$ cat src/rtl/collision_ctrl.sv
// Game-state and collision controller: snapshots the four rectangles on each frame strobe,
// evaluates overlap/pass over a 3-cycle pipeline and runs the IDLE/PLAY/HIT/OVER FSM.
module collision_ctrl #(
  parameter int unsigned HIT_FRAMES  = 2,
  parameter int unsigned OVER_FRAMES = 60,
  parameter int unsigned SCORE_MAX   = 99
) (
  input  logic        i_clk,
  input  logic        i_rst,
  input  logic        i_frame,
  input  logic        i_flap,
  input  logic [11:0] i_bird_x1,
  input  logic [11:0] i_bird_x2,
  input  logic [11:0] i_bird_y1,
  input  logic [11:0] i_bird_y2,
  input  logic [11:0] i_top_x1,
  input  logic [11:0] i_top_x2,
  input  logic [11:0] i_top_y1,
  input  logic [11:0] i_top_y2,
  input  logic [11:0] i_bot_x1,
  input  logic [11:0] i_bot_x2,
  input  logic [11:0] i_bot_y1,
  input  logic [11:0] i_bot_y2,
  input  logic [11:0] i_gnd_x1,
  input  logic [11:0] i_gnd_x2,
  input  logic [11:0] i_gnd_y1,
  input  logic [11:0] i_gnd_y2,
  output logic [1:0]  o_state,
  output logic        o_playing,
  output logic        o_hit,
  output logic [7:0]  o_score,
  output logic        o_rst_world
);

  typedef enum logic [1:0] {
    StIdle = 2'd0,
    StPlay = 2'd1,
    StHit  = 2'd2,
    StOver = 2'd3
  } state_e;

  typedef struct packed {
    logic [11:0] x1;
    logic [11:0] x2;
    logic [11:0] y1;
    logic [11:0] y2;
  } rect_t;

  localparam logic [3:0] HitFramesC  = 4'(HIT_FRAMES);
  localparam logic [7:0] OverFramesC = 8'(OVER_FRAMES);
  localparam logic [7:0] ScoreMaxC   = 8'(SCORE_MAX);

  // Inverted rectangles are empty; the strict compares alone would not reject them.
  function automatic logic overlap(input rect_t a, input rect_t b);
    return (a.x1 <= a.x2) && (a.y1 <= a.y2) && (b.x1 <= b.x2) && (b.y1 <= b.y2) &&
           (a.x1 < b.x2) && (b.x1 < a.x2) && (a.y1 < b.y2) && (b.y1 < a.y2);
  endfunction

  state_e      state_q, state_d;
  rect_t       bird_q, bird_d, top_q, top_d, bot_q, bot_d, gnd_q, gnd_d;
  logic        s1_valid_q, s1_valid_d;
  logic        s2_valid_q, s2_valid_d;
  logic        hit_flag_q, hit_flag_d;
  logic        pass_flag_q, pass_flag_d;
  logic [11:0] top_x2_q, top_x2_d;
  logic [3:0]  hit_cnt_q, hit_cnt_d;
  logic [7:0]  frame_cnt_q, frame_cnt_d;
  logic [7:0]  score_q, score_d;
  logic        prev_valid_q, prev_valid_d;
  logic [11:0] prev_top_x2_q, prev_top_x2_d;
  logic        hit_q, hit_d;
  logic        rst_world_q, rst_world_d;

  always_comb begin
    bird_d        = bird_q;
    top_d         = top_q;
    bot_d         = bot_q;
    gnd_d         = gnd_q;
    s1_valid_d    = 1'b0;
    state_d       = state_q;
    hit_cnt_d     = hit_cnt_q;
    frame_cnt_d   = frame_cnt_q;
    score_d       = score_q;
    prev_valid_d  = prev_valid_q;
    prev_top_x2_d = prev_top_x2_q;
    hit_d         = 1'b0;
    rst_world_d   = 1'b0;

    // Stage 0: snapshot, only when no evaluation is in flight.
    if (i_frame && !s1_valid_q && !s2_valid_q) begin
      s1_valid_d = 1'b1;
      bird_d     = '{x1: i_bird_x1, x2: i_bird_x2, y1: i_bird_y1, y2: i_bird_y2};
      top_d      = '{x1: i_top_x1, x2: i_top_x2, y1: i_top_y1, y2: i_top_y2};
      bot_d      = '{x1: i_bot_x1, x2: i_bot_x2, y1: i_bot_y1, y2: i_bot_y2};
      gnd_d      = '{x1: i_gnd_x1, x2: i_gnd_x2, y1: i_gnd_y1, y2: i_gnd_y2};
    end

    // Stage 1: overlap and pass flags.
    s2_valid_d  = s1_valid_q;
    hit_flag_d  = overlap(bird_q, top_q) | overlap(bird_q, bot_q) | overlap(bird_q, gnd_q);
    pass_flag_d = prev_valid_q && (prev_top_x2_q >= bird_q.x1) && (top_q.x2 < bird_q.x1);
    top_x2_d    = top_q.x2;

    // Stage 2: commit.
    unique case (state_q)
      StIdle, StOver: begin
        if (i_flap) begin
          state_d      = StPlay;
          score_d      = '0;
          hit_cnt_d    = '0;
          prev_valid_d = 1'b0;
          rst_world_d  = 1'b1;
          // Coordinates in flight predate the world restart.
          s1_valid_d   = 1'b0;
          s2_valid_d   = 1'b0;
        end
      end
      StPlay: begin
        if (s2_valid_q) begin
          prev_top_x2_d = top_x2_q;
          prev_valid_d  = 1'b1;
          if (hit_flag_q) begin
            hit_cnt_d = hit_cnt_q + 4'd1;
            if (hit_cnt_q + 4'd1 == HitFramesC) begin
              state_d     = StHit;
              hit_d       = 1'b1;
              frame_cnt_d = '0;
            end
          end else begin
            hit_cnt_d = '0;
            if (pass_flag_q && (score_q < ScoreMaxC)) score_d = score_q + 8'd1;
          end
        end
      end
      StHit: begin
        if (i_frame) begin
          frame_cnt_d = frame_cnt_q + 8'd1;
          if (frame_cnt_q + 8'd1 == OverFramesC) state_d = StOver;
        end
      end
      default: state_d = StIdle;
    endcase
  end

  always_ff @(posedge i_clk) begin
    if (i_rst) begin
      state_q       <= StIdle;
      s1_valid_q    <= 1'b0;
      s2_valid_q    <= 1'b0;
      hit_cnt_q     <= '0;
      frame_cnt_q   <= '0;
      score_q       <= '0;
      prev_valid_q  <= 1'b0;
      prev_top_x2_q <= '0;
      hit_q         <= 1'b0;
      rst_world_q   <= 1'b0;
    end else begin
      state_q       <= state_d;
      s1_valid_q    <= s1_valid_d;
      s2_valid_q    <= s2_valid_d;
      hit_cnt_q     <= hit_cnt_d;
      frame_cnt_q   <= frame_cnt_d;
      score_q       <= score_d;
      prev_valid_q  <= prev_valid_d;
      prev_top_x2_q <= prev_top_x2_d;
      hit_q         <= hit_d;
      rst_world_q   <= rst_world_d;
    end
  end

  // Datapath registers are qualified by the valid bits and need no reset.
  always_ff @(posedge i_clk) begin
    bird_q      <= bird_d;
    top_q       <= top_d;
    bot_q       <= bot_d;
    gnd_q       <= gnd_d;
    hit_flag_q  <= hit_flag_d;
    pass_flag_q <= pass_flag_d;
    top_x2_q    <= top_x2_d;
  end

  assign o_state     = state_q;
  assign o_playing   = (state_q == StPlay);
  assign o_hit       = hit_q;
  assign o_score     = score_q;
  assign o_rst_world = rst_world_q;

endmodule

$ cat config.mk
export PLATFORM = sky130hd
export DESIGN_NAME = collision_ctrl
export DESIGN_NICKNAME = d
export VERILOG_FILES = /design/src/rtl/collision_ctrl.sv
export SDC_FILE = /design/constraint.sdc
export NUM_CORES = 1
export LEC_CHECK = 0
export ABC_AREA = 1
export CORE_ASPECT_RATIO = 0.9
export CORE_UTILIZATION = 30
export DETAILED_ROUTE_END_ITERATION = 10
export HOLD_SLACK_MARGIN = 0.03
export PLACE_DENSITY = 0.61
export SLEW_MARGIN = 10
export SYNTH_ARGS = -nofsm -noshare
export SYNTH_HDL_FRONTEND = slang
export SYNTH_SLANG_ARGS = --single-unit
$ cat constraint.sdc
create_clock -name i_clk -period 41.7 [get_ports i_clk]
set_clock_uncertainty 0.1 [all_clocks]
set_input_delay 10.425 -clock i_clk [delete_from_list [all_inputs] [get_ports i_clk]]
set_output_delay 10.425 -clock i_clk [all_outputs]
set_load 0.03 [all_outputs]
==> flow_metrics.py <==
metrics = {
    "clock_network": {
        "clock_path_buffers": 3,
        "cts_resized": 0,
        "clock_sinks": 245,
        "postCtsHoldBufs": 0,
        "cts.htree.levels": 1,
        "cts_root_buffer": "clkbuf_16",
        "clkTransAtPathRegs_ps": 60,
        "cts_inserted_buffers": 29,
        "clock_latency_ps": 550,
        "post_cts_buffers": 0,
        "cts_tree": "done",
    },
    "hold_path": {
        "hp-class": "flop to flop",
    },
    "sta": {
        "period_needed_ps": 12650,
        "post-route-period-util_pct": 30.3,
        "setup_viol": 0,
        "final_hold_viol_count": 0,
        "fmax_ghz": 0.0791,
        "tightest_slew_ps": 1380,
        "maxSlewViolCount": 0,
        "max_slew_margin_pct": 7.81,
        "rsz0062_at_grt": "false",
        "tns_ps": 0,
        "finalWorstSetupSlack_ps": 29050,
    },
    "critical_path": {
        "startpoint_type": "flop",
        "crit_required_ps": 31170,
        "worstRegToRegCells": 12,
        "arrival_ps": 2120,
        "path_class": "flop to output port",
        "worstSetupEndpoint": "o_playing",
        "path_cells": "inv_1, ha_1, clkdlybuf4s50_1",
        "cpLargestDelayFamily": "buffers and inverters",
        "crit_path_max_fanout": 9,
        "cpPeakStageDelay_ps": 750,
        "regToRegEndpoint": "hit_flag_q",
        "startpoint": "o_state[1]",
        "path_buf_inv": 2,
        "cp-end-kind": "output port",
        "r2r_setup_slack_ps": 39290,
        "reg2reg_from": "bird_q[23]",
        "slowest_stage": "clkdlybuf4s50_1",
        "path_depth": 3,
    },
    "synth": {
        "ys_seq_elements": 245,
        "synth_area_um2": 14000,
        "synth_nets": 1884,
        "synthFlopType": "edfxtp_1",
        "syn_area_per_cell_um2": 9.70,
        "yosys_warnings": 0,
        "synth_cell_types": 35,
        "async_flop_share_pct": 0,
        "synthCells": 1440,
        "ys_seq_area_share_pct": 48.9,
        "synth-edff-count": 192,
    },
    "grt": {
        "grt_pass1_wl_um": 54000,
        "grt-ovfl-total": 0,
        "grt_pass1_vias": 10100,
        "antenna_found_initial": 1,
        "track_usage_pct": 14.7,
        "grt_start_max_net_pins": 191,
    },
    "floorplan": {
        "num_rows": 74,
        "fp.dieH_um": 207,
        "io_pins": 209,
        "dieArea_um2": 47400,
        "dieWidth_um": 229,
        "design.core.area_um2": 45600,
        "start_util_pct": 30.6,
    },
    "power_and_ir_drop": {
        "ir_drop_mv": 0.0274,
        "power_density_nw_per_um2": 40.8,
        "leakagePower_nw": 8.17,
    },
    "final_layout": {
        "drive_gt1_share_pct": 3.60,
        "nFillCells": 4454,
        "diodes": 0,
        "fin_util_pct": 38.9,
        "syn_to_final_growth_pct": 27.2,
        "final_nets": 2117,
        "mostFrequentLayoutCell": "nand2_1",
        "final_cell_mix": "358 x nand2_1, 248 x ha_1, 234 x inv_1",
        "stdcell_count": 2303,
    },
    "placed_design": {
        "place_inst": 2250,
        "dp_slack_ps": 29010,
        "port-buffer-count": 208,
        "routabilityCongestion": 0.829,
        "hpwl_um": 28400,
    },
    "detailed_routing": {
        "totalWireLength_um": 35200,
        "wire_per_inst_um": 15.3,
        "antenna_left": 0,
        "first_iter_violations": 483,
        "firstDrtPassIters": 5,
        "vias": 10200,
        "drc_errors": 0,
        "vias_per_cell": 4.43,
    },
    "flow_run": {
        "cap_violations": 0,
    },
    "outcome": {
        "status": "finished, final reports clean",
    },
}
[cell families after synthesis]
kind of cell             Yosys count  synth area share, %
AO/OA/AOI/OAI                    140                 5.35
XOR/XNOR                           5                0.313
adder cells (fa/ha/maj)          248                 22.2
buffers and inverters            242                 6.58
flip-flops                       245                 48.9
AND/OR/NAND/NOR                  560                 16.7
[Yosys cell counts, drive strengths merged, types with 4 or more instances]
cell,number,area (um^2)
a21o,10,75.1
a21oi,95,475
and2,8,50.1
clkbuf,4,15.0
dfxtp,53,1060
edfxtp,192,5770
ha,248,3100
inv,235,882
nand2,364,1390
nand3,38,200
nand3b,5,50.1
nand4,18,128
nor2,114,440
nor3,8,45.0
o21a,4,30.0
o21ai,26,130
xor2,5,43.8
[metrics by stage]
stage               area (um^2)  hold slack (ps)  power (mW)
finish                    17800              321       0.725
floorplan                 14000              274       0.421
CTS                       17800              323       0.736
global placement          16800              305       0.468
detailed placement        16800              309       0.475
global route              17800              345       0.769
[how the worst min path moves through the flow]
stage | start | endpoint | cells past startpoint
final | top_x2_d[2] | top_x2_q[2] | 0
after global routing | top_x2_d[1] | top_x2_q[1] | 0
after global placement | top_x2_d[9] | top_x2_q[9] | 0
after detailed placement | top_x2_d[2] | top_x2_q[2] | 0
after CTS | top_x2_d[2] | top_x2_q[2] | 0
after floorplan | top_x2_d[10] | top_x2_q[10] | 0
[per-layer routing]
metal / track usage, % / routed length (um) / vias to the layer above
met1: 20.1 / 17200 / 4711
met5: 0 / 12 / -
li1: - / - / 5272
met3: 2.87 / 1560 / 41
met2: 24.3 / 15900 / 181
met4: 2.90 / 586 / 2
[power by group]
group / switching, mW / leakage (nW) / total [mW] / internal, mW
clock: 0.101 / 0.474 / 0.256 / 0.155
sequential: 0.0150 / 2.29 / 0.307 / 0.292
combinational: 0.0953 / 5.42 / 0.161 / 0.0660
total: 0.212 / 8.17 / 0.725 / 0.513
[final cells by class]
class / instances / area, um^2 / share of cell area (%)
Sequential cell: 245 / 6830 / 38.4
Multi-Input combinational cell: 953 / 6230 / 35.1
Clock inverter: 17 / 204 / 1.15
Tap cell: 608 / 761 / 4.28
Timing Repair Buffer: 209 / 2100 / 11.8
Inverter: 235 / 882 / 4.96
Clock buffer: 36 / 762 / 4.29
[state kept, by name, summed over array words and instances (netlist names)]
name	flops
hit_cnt_q	4
pass_flag_q	1
top_x2_q	12
bird_q	48
prev_valid_q	1
bot_q	48
top_q	36
gnd_q	48
s2_valid_q	1
o_state	2
o_rst_world	1
top_x2_d	12
hit_flag_q	1
o_score	8
o_hit	1
prev_top_x2_q	12
s1_valid_q	1
frame_cnt_q	8
Power figures use the tool's default switching activity.
